==> config.mk <==
export PLATFORM = sky130hd
export DESIGN_NAME = risc_ctrl_sequencer_flat
export DESIGN_NICKNAME = d
export VERILOG_FILES = /design/src/rtl/risc_ctrl_sequencer_if.sv /design/src/rtl/risc_ctrl_sequencer.sv /design/src/flat_wrapper.sv
export SDC_FILE = /design/constraint.sdc
export NUM_CORES = 1
export LEC_CHECK = 0
export CORE_MARGIN = 2
export CORE_UTILIZATION = 43
export CTS_CLUSTER_SIZE = 20
export DETAILED_ROUTE_END_ITERATION = 6
export PLACE_DENSITY = 0.89
export SLEW_MARGIN = 5
export SYNTH_ARGS = -nofsm -noshare
export SYNTH_HDL_FRONTEND = slang
export SYNTH_SLANG_ARGS = --single-unit
==> constraint.sdc <==
create_clock -name Clock -period 2.75 [get_ports Clock]
set_clock_uncertainty 0.15 [all_clocks]
set_input_delay 0.4125 -clock Clock [delete_from_list [all_inputs] [get_ports Clock]]
set_output_delay 0.4125 -clock Clock [all_outputs]
set_load 0.03 [all_outputs]
==> src/rtl/risc_ctrl_sequencer_if.sv <==
// Bus bundle between the control sequencer and the 32-bit RISC datapath.
// The datapath side drives the instruction and status inputs; the sequencer drives the strobes.
interface risc_ctrl_sequencer_if #(
  parameter int IR_W  = 32,
  parameter int ALU_W = 5
);
  logic [IR_W-1:0]  IR;
  logic             CON_FF;
  logic             MemReady;
  logic             Stop;
  logic [26:0]      Ctrl;
  logic [ALU_W-1:0] ALUCode;
  logic             Run;
  logic             Fault;
  logic [5:0]       State;

  modport master (
    output IR, CON_FF, MemReady, Stop,
    input  Ctrl, ALUCode, Run, Fault, State
  );

  modport slave (
    input  IR, CON_FF, MemReady, Stop,
    output Ctrl, ALUCode, Run, Fault, State
  );
endinterface

==> src/rtl/risc_ctrl_sequencer.sv <==
// Hardwired one-state-per-cycle control sequencer: fetch, opcode decode, execute,
// memory wait states with timeout fault, and Stop-to-halt at instruction boundaries.
module risc_ctrl_sequencer #(
  parameter int IR_W     = 32,
  parameter int OPC_W    = 5,
  parameter int ALU_W    = 5,
  parameter bit WAIT_EN  = 1'b1,
  parameter int MAX_WAIT = 15
) (
  input logic                  Clock,
  input logic                  Reset,
  risc_ctrl_sequencer_if.slave bus
);

  typedef enum logic [5:0] {
    S_RESET, S_T0, S_T1, S_T2, S_T3, S_T4, S_T5, S_T6, S_T7, S_HALT
  } state_t;

  typedef logic [OPC_W-1:0] opc_t;

  localparam opc_t OP_LD   = opc_t'(0);
  localparam opc_t OP_LDI  = opc_t'(1);
  localparam opc_t OP_ST   = opc_t'(2);
  localparam opc_t OP_ADD  = opc_t'(3);
  localparam opc_t OP_ROL  = opc_t'(11);
  localparam opc_t OP_ADDI = opc_t'(12);
  localparam opc_t OP_ANDI = opc_t'(13);
  localparam opc_t OP_ORI  = opc_t'(14);
  localparam opc_t OP_MUL  = opc_t'(15);
  localparam opc_t OP_DIV  = opc_t'(16);
  localparam opc_t OP_NEG  = opc_t'(17);
  localparam opc_t OP_NOT  = opc_t'(18);
  localparam opc_t OP_BR   = opc_t'(19);
  localparam opc_t OP_JR   = opc_t'(20);
  localparam opc_t OP_JAL  = opc_t'(21);
  localparam opc_t OP_IN   = opc_t'(22);
  localparam opc_t OP_OUT  = opc_t'(23);
  localparam opc_t OP_MFHI = opc_t'(24);
  localparam opc_t OP_MFLO = opc_t'(25);
  localparam opc_t OP_HALT = opc_t'(27);

  localparam logic [26:0] GRA  = 27'd1 << 0,  GRB   = 27'd1 << 1,  GRC   = 27'd1 << 2;
  localparam logic [26:0] RIN  = 27'd1 << 3,  ROUT  = 27'd1 << 4,  BAOUT = 27'd1 << 5;
  localparam logic [26:0] CONIN = 27'd1 << 6, HIIN  = 27'd1 << 7,  LOIN  = 27'd1 << 8;
  localparam logic [26:0] ZIN  = 27'd1 << 9,  PCIN  = 27'd1 << 10, MDRIN = 27'd1 << 11;
  localparam logic [26:0] MARIN = 27'd1 << 12, YIN  = 27'd1 << 13, OUTIN = 27'd1 << 14;
  localparam logic [26:0] IRIN = 27'd1 << 15, HIOUT = 27'd1 << 16, LOOUT = 27'd1 << 17;
  localparam logic [26:0] ZHI  = 27'd1 << 18, ZLO   = 27'd1 << 19, PCOUT = 27'd1 << 20;
  localparam logic [26:0] MDROUT = 27'd1 << 21, INOUT = 27'd1 << 22, COUT = 27'd1 << 23;
  localparam logic [26:0] READ = 27'd1 << 24, WRITE = 27'd1 << 25, CLEAR = 27'd1 << 26;

  localparam int CNT_W = $clog2(MAX_WAIT + 1);

  state_t           state_q, state_d, last_st;
  opc_t             opc_q, opc_d, ir_opc, opc_x;
  logic [CNT_W-1:0] cnt_q, cnt_d;
  logic             stop_q, stop_d, fault_q, fault_d, stop_seen, mem_state;
  logic             is_alu, is_imm, is_md, is_un;
  logic [26:0]      ctrl_c;
  logic [ALU_W-1:0] alu_c;
  logic             run_c;

  // IR is only reloaded at the end of T2, so it is valid live in T3; later states use the latched copy.
  assign ir_opc = bus.IR[IR_W-1 -: OPC_W];
  assign opc_x  = (state_q == S_T3) ? ir_opc : opc_q;

  assign is_alu = opc_x inside {[OP_ADD:OP_ROL]};
  assign is_imm = opc_x inside {[OP_ADDI:OP_ORI]};
  assign is_md  = (opc_x == OP_MUL) || (opc_x == OP_DIV);
  assign is_un  = (opc_x == OP_NEG) || (opc_x == OP_NOT);

  assign mem_state = (state_q == S_T1) || (state_q == S_T6 && opc_x == OP_LD) ||
                     (state_q == S_T7 && opc_x == OP_ST);

  always_comb begin
    if (is_alu || is_imm || opc_x == OP_LDI)          last_st = S_T5;
    else if (is_md || opc_x == OP_BR)                 last_st = S_T6;
    else if (opc_x == OP_LD || opc_x == OP_ST)        last_st = S_T7;
    else if (is_un || opc_x == OP_JAL)                last_st = S_T4;
    else                                              last_st = S_T3;
  end

  always_comb begin
    state_d   = state_q;
    opc_d     = (state_q == S_T3) ? ir_opc : opc_q;
    cnt_d     = '0;
    fault_d   = fault_q;
    stop_seen = stop_q | bus.Stop;
    stop_d    = stop_seen;
    unique case (state_q)
      S_RESET: begin
        state_d = S_T0;
        stop_d  = 1'b0;
      end
      S_HALT: stop_d = 1'b0;
      default: begin
        if (mem_state && WAIT_EN && !bus.MemReady) begin
          if (cnt_q == CNT_W'(MAX_WAIT - 1)) begin
            fault_d = 1'b1;
            state_d = S_HALT;
          end else begin
            cnt_d = cnt_q + 1'b1;
          end
        end else if (state_q == last_st) begin
          state_d = (stop_seen || (state_q == S_T3 && opc_x == OP_HALT)) ? S_HALT : S_T0;
          stop_d  = 1'b0;
        end else begin
          state_d = state_t'(state_q + 6'd1);
        end
      end
    endcase
  end

  always_ff @(posedge Clock or posedge Reset) begin
    if (Reset) begin
      state_q <= S_RESET;
      opc_q   <= '0;
      cnt_q   <= '0;
      stop_q  <= 1'b0;
      fault_q <= 1'b0;
    end else begin
      state_q <= state_d;
      opc_q   <= opc_d;
      cnt_q   <= cnt_d;
      stop_q  <= stop_d;
      fault_q <= fault_d;
    end
  end

  always_comb begin
    ctrl_c = '0;
    alu_c  = '0;
    run_c  = 1'b1;
    unique case (state_q)
      S_RESET: begin run_c = 1'b0; ctrl_c = CLEAR; end
      S_HALT:  run_c = 1'b0;
      S_T0:    begin ctrl_c = PCOUT | MARIN | ZIN; alu_c = '1; end
      S_T1:    ctrl_c = ZLO | PCIN | READ | MDRIN;
      S_T2:    ctrl_c = MDROUT | IRIN;
      default: begin
        if (is_alu || is_imm) begin
          if (state_q == S_T3) ctrl_c = GRB | ROUT | YIN;
          if (state_q == S_T4) begin
            ctrl_c = is_alu ? (GRC | ROUT | ZIN) : (COUT | ZIN);
            alu_c  = is_alu ? ALU_W'(opc_x) :
                     (opc_x == OP_ADDI) ? ALU_W'(3) : (opc_x == OP_ANDI) ? ALU_W'(5) : ALU_W'(6);
          end
          if (state_q == S_T5) ctrl_c = ZLO | GRA | RIN;
        end else if (is_md) begin
          if (state_q == S_T3) ctrl_c = GRA | ROUT | YIN;
          if (state_q == S_T4) begin ctrl_c = GRB | ROUT | ZIN; alu_c = ALU_W'(opc_x); end
          if (state_q == S_T5) ctrl_c = ZLO | LOIN;
          if (state_q == S_T6) ctrl_c = ZHI | HIIN;
        end else if (is_un) begin
          if (state_q == S_T3) begin ctrl_c = GRB | ROUT | ZIN; alu_c = ALU_W'(opc_x); end
          if (state_q == S_T4) ctrl_c = ZLO | GRA | RIN;
        end else if (opc_x == OP_LD || opc_x == OP_ST || opc_x == OP_LDI) begin
          if (state_q == S_T3) ctrl_c = GRB | BAOUT | YIN;
          if (state_q == S_T4) begin ctrl_c = COUT | ZIN; alu_c = ALU_W'(3); end
          if (state_q == S_T5) ctrl_c = (opc_x == OP_LDI) ? (ZLO | GRA | RIN) : (ZLO | MARIN);
          if (state_q == S_T6) ctrl_c = (opc_x == OP_LD) ? (READ | MDRIN) : (GRA | ROUT | MDRIN);
          if (state_q == S_T7) ctrl_c = (opc_x == OP_LD) ? (MDROUT | GRA | RIN) : (MDROUT | WRITE);
        end else if (opc_x == OP_BR) begin
          if (state_q == S_T3) ctrl_c = GRA | ROUT | CONIN;
          if (state_q == S_T4) ctrl_c = PCOUT | YIN;
          if (state_q == S_T5) begin ctrl_c = COUT | ZIN; alu_c = ALU_W'(3); end
          // The branch is taken on the condition as it stands during T6 itself.
          if (state_q == S_T6 && bus.CON_FF) ctrl_c = ZLO | PCIN;
        end else if (state_q == S_T3) begin
          unique case (opc_x)
            OP_JR:   ctrl_c = GRA | ROUT | PCIN;
            OP_JAL:  ctrl_c = PCOUT | GRB | RIN;
            OP_IN:   ctrl_c = INOUT | GRA | RIN;
            OP_OUT:  ctrl_c = GRA | ROUT | OUTIN;
            OP_MFHI: ctrl_c = HIOUT | GRA | RIN;
            OP_MFLO: ctrl_c = LOOUT | GRA | RIN;
            default: ctrl_c = '0;
          endcase
        end else if (opc_x == OP_JAL && state_q == S_T4) begin
          ctrl_c = GRA | ROUT | PCIN;
        end
      end
    endcase
  end

  // Reset blanks every strobe at once rather than waiting for the next edge.
  assign bus.Ctrl    = Reset ? '0 : ctrl_c;
  assign bus.ALUCode = Reset ? '0 : alu_c;
  assign bus.Run     = Reset ? 1'b0 : run_c;
  assign bus.Fault   = fault_q;
  assign bus.State   = state_q;

endmodule

==> src/flat_wrapper.sv <==
// flat-port wrapper written by rule: the top's interface ports become plain ports
module risc_ctrl_sequencer_flat 
#(
  parameter int IR_W     = 32,
  parameter int OPC_W    = 5,
  parameter int ALU_W    = 5,
  parameter bit WAIT_EN  = 1'b1,
  parameter int MAX_WAIT = 15
)
  (Clock, Reset, bus_IR, bus_CON_FF, bus_MemReady, bus_Stop, bus_Ctrl, bus_ALUCode, bus_Run, bus_Fault, bus_State);
  risc_ctrl_sequencer_if #(.IR_W(IR_W), .ALU_W(ALU_W)) bus_i ();
  input logic Clock;
  input logic Reset;
  input wire logic [$bits(bus_i.IR)-1:0] bus_IR;
  input wire logic [$bits(bus_i.CON_FF)-1:0] bus_CON_FF;
  input wire logic [$bits(bus_i.MemReady)-1:0] bus_MemReady;
  input wire logic [$bits(bus_i.Stop)-1:0] bus_Stop;
  output wire logic [$bits(bus_i.Ctrl)-1:0] bus_Ctrl;
  output wire logic [$bits(bus_i.ALUCode)-1:0] bus_ALUCode;
  output wire logic [$bits(bus_i.Run)-1:0] bus_Run;
  output wire logic [$bits(bus_i.Fault)-1:0] bus_Fault;
  output wire logic [$bits(bus_i.State)-1:0] bus_State;
  assign bus_i.IR = bus_IR;
  assign bus_i.CON_FF = bus_CON_FF;
  assign bus_i.MemReady = bus_MemReady;
  assign bus_i.Stop = bus_Stop;
  assign bus_Ctrl = bus_i.Ctrl;
  assign bus_ALUCode = bus_i.ALUCode;
  assign bus_Run = bus_i.Run;
  assign bus_Fault = bus_i.Fault;
  assign bus_State = bus_i.State;
  risc_ctrl_sequencer #(.IR_W(IR_W), .OPC_W(OPC_W), .ALU_W(ALU_W), .WAIT_EN(WAIT_EN), .MAX_WAIT(MAX_WAIT)) u_core (.Clock(Clock), .Reset(Reset), .bus(bus_i));
endmodule
==> reports/qor.yml, run 1 <==
start_util: 0.451
yosysSeqAreaShare: 0.181
grtUsageTotal: 0.764
std_cell_rows: 26
h-tree-depth: 1
error: "[ERROR GRT-0232] Routing congestion too high. Check the congestion heatmap in the GUI."
worst_path_end_type: "output port"
io_pins: 77
syn-instance-count: 346
grt_overflow: 71
status: "did not finish"
crit_endpoint: "bus_Ctrl[0]"
syn_nets: 389
io_buffers: 49
failing_step: "global routing (5_1_grt)"
synth.avg_cell_area_um2: 6.79
finalWeightedCongestion: 1.14
cts_buffers: 3
dp_hpwl_um: 8430
ys_ff_latch: 17
die_y_um: 77.9
grt_max_degree: 21
synth-main-ff-cell: "dfrtp_1"
ys_async_sr_fraction: 1.00
clk_path_buf_depth: 2
syn_area_um2: 2350
cts.sinks: 17
die_x_um: 77.9
synth_edf_count: 0
yosysWarnings: 0
synth.distinct_cells: 65
placed_cells: 549
cts-root-buf: "clkbuf_8"
through the flow:
step	util	setup WS (ns)	area, um^2	setup TNS (ns)
after global placement	0.737	-0.489	3840	-8.92
after CTS	0.875	-0.423	4550	-5.52
after floorplan	-	-0.276	2680	-2.71
after detailed placement	0.737	-0.582	3840	-10.79
per-layer routing:
layer,global-route usage,overflow
met1,0.735,0
met2,0.970,38
met3,0.567,1
met4,0.854,31
met5,0.0455,1
synthesized netlist by cell type, drive strengths merged (4+ instances only):
library cell	n	area, um^2
nor4b	4	50.1
xnor2	5	51.3
and3	4	25.0
a211oi	6	45.0
nand4	4	25.0
inv	13	48.8
clkbuf	18	67.6
nor2	38	143
o211ai	6	45.0
nand3b	4	30.0
mux2i	4	40.0
buf	8	50.1
nor4	7	43.8
o21ai	19	95.1
nand2	44	168
or2	5	31.3
dfrtp	17	425
nand2b	6	37.5
nor3	12	60.1
ha	6	75.1
or3	4	25.0
a31oi	10	62.6
a21oi	29	145
nand3	14	70.1
and2	8	50.1
timing repair:
action                                  4_1_cts
gates cloned                                  1
resized for setup                           125
pin swaps                                    31
endpoints found under the setup margin       34
setup buffers                                26
hold buffers                                  0
logic make-up after synthesis:
group	after synthesis	share of synthesized area
multiplexers	6	0.0282
AO/OA/AOI/OAI	102	0.280
adder cells (fa/ha/maj)	6	0.0319
XOR/XNOR	7	0.0293
buffers and inverters	39	0.0708
flip-flops	17	0.181
AND/OR/NAND/NOR	169	0.379
==> inputs of run 2 (changes only) <==
--- a/config.mk
+++ b/config.mk
@@ -6,10 +6,9 @@
 export NUM_CORES = 1
 export LEC_CHECK = 0
 export CORE_MARGIN = 2
-export CORE_UTILIZATION = 43
-export CTS_CLUSTER_SIZE = 20
+export CORE_UTILIZATION = 35
 export DETAILED_ROUTE_END_ITERATION = 6
-export PLACE_DENSITY = 0.89
+export PLACE_DENSITY_LB_ADDON = 0.15
 export SLEW_MARGIN = 5
 export SYNTH_ARGS = -nofsm -noshare
 export SYNTH_HDL_FRONTEND = slang
==> constraint.sdc (replaced) <==
create_clock -name Clock -period 3.58 [get_ports Clock]
set_clock_uncertainty 0.15 [all_clocks]
set_input_delay 0.537 -clock Clock [delete_from_list [all_inputs] [get_ports Clock]]
set_output_delay 0.537 -clock Clock [all_outputs]
set_load 0.03 [all_outputs]
==> run 2 against run 1 <==
The flow now finishes without violations. Synthesized cell count unchanged. Synthesized area unchanged.
==> reports/qor.yml, run 2 <==
cts_tree: "yes"
synthDominantCellAreaShare: 0.181  # unchanged
die_area_um2: 7380
finalWeightedCongestion: 0.962  # -15%
syn2layout_area_growth_pct: 43.3
synth_edf_count: 0  # unchanged
final_area_um2: 3370
core_um2: 6420
drtIter0Drc: 430
grt_pass1_wl_um: 14300
die_x_um: 85.9  # +10%
slew_viol_final: 0
placed_cell_area_um2: 3210  # -16%
setup_violations: 0
crit_chain: "clkdlybuf4s50_1 > buf_4 > nand2b_1 > nor3_2 > mux2i_2 > o221ai_2 > a21oi_1 > or4_4 > o22ai_2 > buf_6"
critical_path.max_fanout: 6
ys_async_sr_fraction: 1.00  # unchanged
hold_depth: 1
relSlewSlack: 0.675
critPathCaptureType: "output port"
p_leak_nw: 1.45
finalCritPeriodShare: 0.982
die_y_um: 85.9  # +10%
max_stage_delay_ns: 0.53
hold_viol_final: 0
largest_reg_flops: 6
std_cell_rows: 29  # +12%
vias_per_cell: 6.02
yosysTopAreaCell: "dfrtp_1"
drt_wl_total_um: 9050
synth.distinct_cells: 65  # unchanged
io_buffers: 49  # unchanged
switching_share: 0.540
switching_power_mw: 1.40
final_common_cell: "buf_4"
tightest_slew_ns: 0.481
yosysWarnings: 0  # unchanged
syn_nets: 389  # unchanged
cts-hold-fix-buffers: 0  # unchanged
ys_ff_latch: 17  # unchanged
placed_cells: 504  # -8.2%
start_util: 0.366  # -0.0856
status: "finished, final reports clean"
worstPathRequired_ns: 2.89
dp_hpwl_um: 6920  # -18%
diodes: 0
post-route-drc-count: 0
grt_max_degree: 20
r2r_cells: 9
critPathKind: "in -> out"
path_buf_inv: 3
clock_latency_ns: 0.26
ant_nets: 0
io_pins: 77  # unchanged
worstSetupStartpointType: "input pin"
yosysMostFrequentCell: "nand2_1"
netlist_top_cells_count: "nand2_1 (43), nor2_1 (38), a21oi_1 (29), clkbuf_1 (18)"
vias: 3072
routedWlPerCell_um: 17.7
p_seq_frac: 0.142
crit_arrival_ns: 2.83
cp_num_cells: 10
cts.sinks: 17  # unchanged
pwr-share-clk: 0.058
peakVddDrop_mv: 0.539
synth.avg_cell_area_um2: 6.79  # unchanged
drv_cap: 0
syn_area_um2: 2350  # unchanged
grt_setup_unrepaired: "yes"
drive_above_1_share: 0.293
p_per_area_nw_per_um2: 771
crit_slowest_cell: "or4_4"
fin_crit_ns: 3.51
hold_class: "reg -> reg"
syn-instance-count: 346  # unchanged
intPower_mw: 1.19
h-tree-depth: 1  # unchanged
ys_top_cells_by_area: "dfrtp_1 (18%), nand2_1 (6.9%), a21oi_1 (6.2%), nor2_1 (6.1%), o21ai_0 (3.6%)"
yosysSeqAreaShare: 0.181  # unchanged
cts_buffers: 3  # unchanged
cp_top_family: "simple AND/OR/NAND/NOR gates"
cts-root-buf: "clkbuf_8"
combPwrFrac: 0.801
antenna_found_initial: 0
clk_path_buf_depth: 2  # unchanged
grtUsageTotal: 0.241
grt_overflow: 0
clock.fmax_ghz: 0.285
layout_common_cells: "buf_4 (85), nand2_1 (42), nor2_1 (35), a21oi_1 (29), clkdlybuf4s50_1 (18)"
grt_pass1_vias: 2902
clk_pin_slew_ns: 0.07
dr.pass1.iters: 5
layout.nets: 477
layout.cells.non_filler: 510
synth-main-ff-cell: "dfrtp_1"
run 2: per-stage QoR:
| stage | setup slack, ns | hold WS [ns] | power (mW) | util | TNS [ns] |
|---|---|---|---|---|---|
| global route | -0.0390 | 0.377 | 2.77 | 0.524 | -0.0421 |
| CTS | -0.162 | 0.366 | 2.48 | 0.507 | -0.162 |
| detailed placement | -0.227 | 0.337 | 2.32 | 0.499 | -0.447 |
| global placement | -0.233 | 0.317 | 2.33 | 0.499 | -0.457 |
| finish | 0.0652 | 0.358 | 2.59 | 0.524 | 0 |
| floorplan | 0.0298 | 0.320 | 1.58 | - | 0 |
run 2: power by group through the flow:
stage / Combinational, mW / Sequential (mW) / Clock [mW]
2_1_floorplan: 1.19 / 0.400 / 0
3_3_place_gp: 1.96 / 0.367 / 0
3_5_place_dp: 1.95 / 0.369 / 0
4_1_cts: 1.96 / 0.365 / 0.156
5_1_grt: 2.23 / 0.376 / 0.166
6_report: 2.08 / 0.367 / 0.150
run 2: worst paths after layout:
path | startpoint | endpoint | slack [ns]
max in group asynchronous | Reset | u_core.opc_q[0] | 2.37
max reg2reg | u_core.bus.State[3] | u_core.bus.State[3] | 0.68
min | u_core.bus.Fault | u_core.bus.Fault | 0.36
min reg2reg | u_core.bus.Fault | u_core.bus.Fault | 0.36
min in group asynchronous | Reset | u_core.bus.State[4] | 0.40
max | bus_IR[28] | bus_Ctrl[0] | 0.07
run 2: area by class of cell:
class                   count  area [um^2]
inverters                  13         48.8
fillers                   630         3060
well taps                  77         96.3
clock buffers               3         41.3
multi-input cells         290         1860
clock inverters             1         7.51
repair buffers            109          892
flip-flops and latches     17          425
run 2: logic make-up (layout without fill, tap and decap cells):
kind of cell / after synthesis / after routing / synth area share
adder cells (fa/ha/maj): 6 / 6 / 0.0319
AND/OR/NAND/NOR: 169 / 169 / 0.379
buffers and inverters: 39 / 126 / 0.0708
flip-flops: 17 / 17 / 0.181
AO/OA/AOI/OAI: 102 / 102 / 0.280
XOR/XNOR: 7 / 7 / 0.0293
multiplexers: 6 / 6 / 0.0282
run 2: timing repair:
action | CTS | global route
pin swaps | 0 | 2
gates resized for setup | 3 | 24
buffers inserted | 0 | 2
endpoints found under the setup margin | 3 | 15
run 2: worst reg2reg max path, stage by stage (launching register included):
cell	delay (ns)
dfrtp_1	0.41
nor4b_4	0.33
buf_12	0.20
nand2_4	0.12
buf_4	0.18
mux2i_2	0.39
nand4b_2	0.21
xnor2_2	0.22
or4b_1	0.53
nand3_1	0.10
run 2: metal layers:
layer | wire, um | vias to the layer above | track usage
met5 | 0 | - | 0
met4 | 321 | 0 | 0.104
met1 | 3820 | 1411 | 0.323
li1 | - | 1450 | -
met2 | 4200 | 177 | 0.392
met3 | 707 | 34 | 0.0260
Power figures use the tool's default switching activity.
==> inputs of run 3 (changes only) <==
--- a/config.mk
+++ b/config.mk
@@ -7,6 +7,7 @@
 export LEC_CHECK = 0
 export CORE_MARGIN = 2
 export CORE_UTILIZATION = 35
+export CTS_CLUSTER_DIAMETER = 200
 export DETAILED_ROUTE_END_ITERATION = 6
 export PLACE_DENSITY_LB_ADDON = 0.15
 export SLEW_MARGIN = 5
==> results of run 3 <==
Final layout, timing and power as in run 2 (identical DEF).
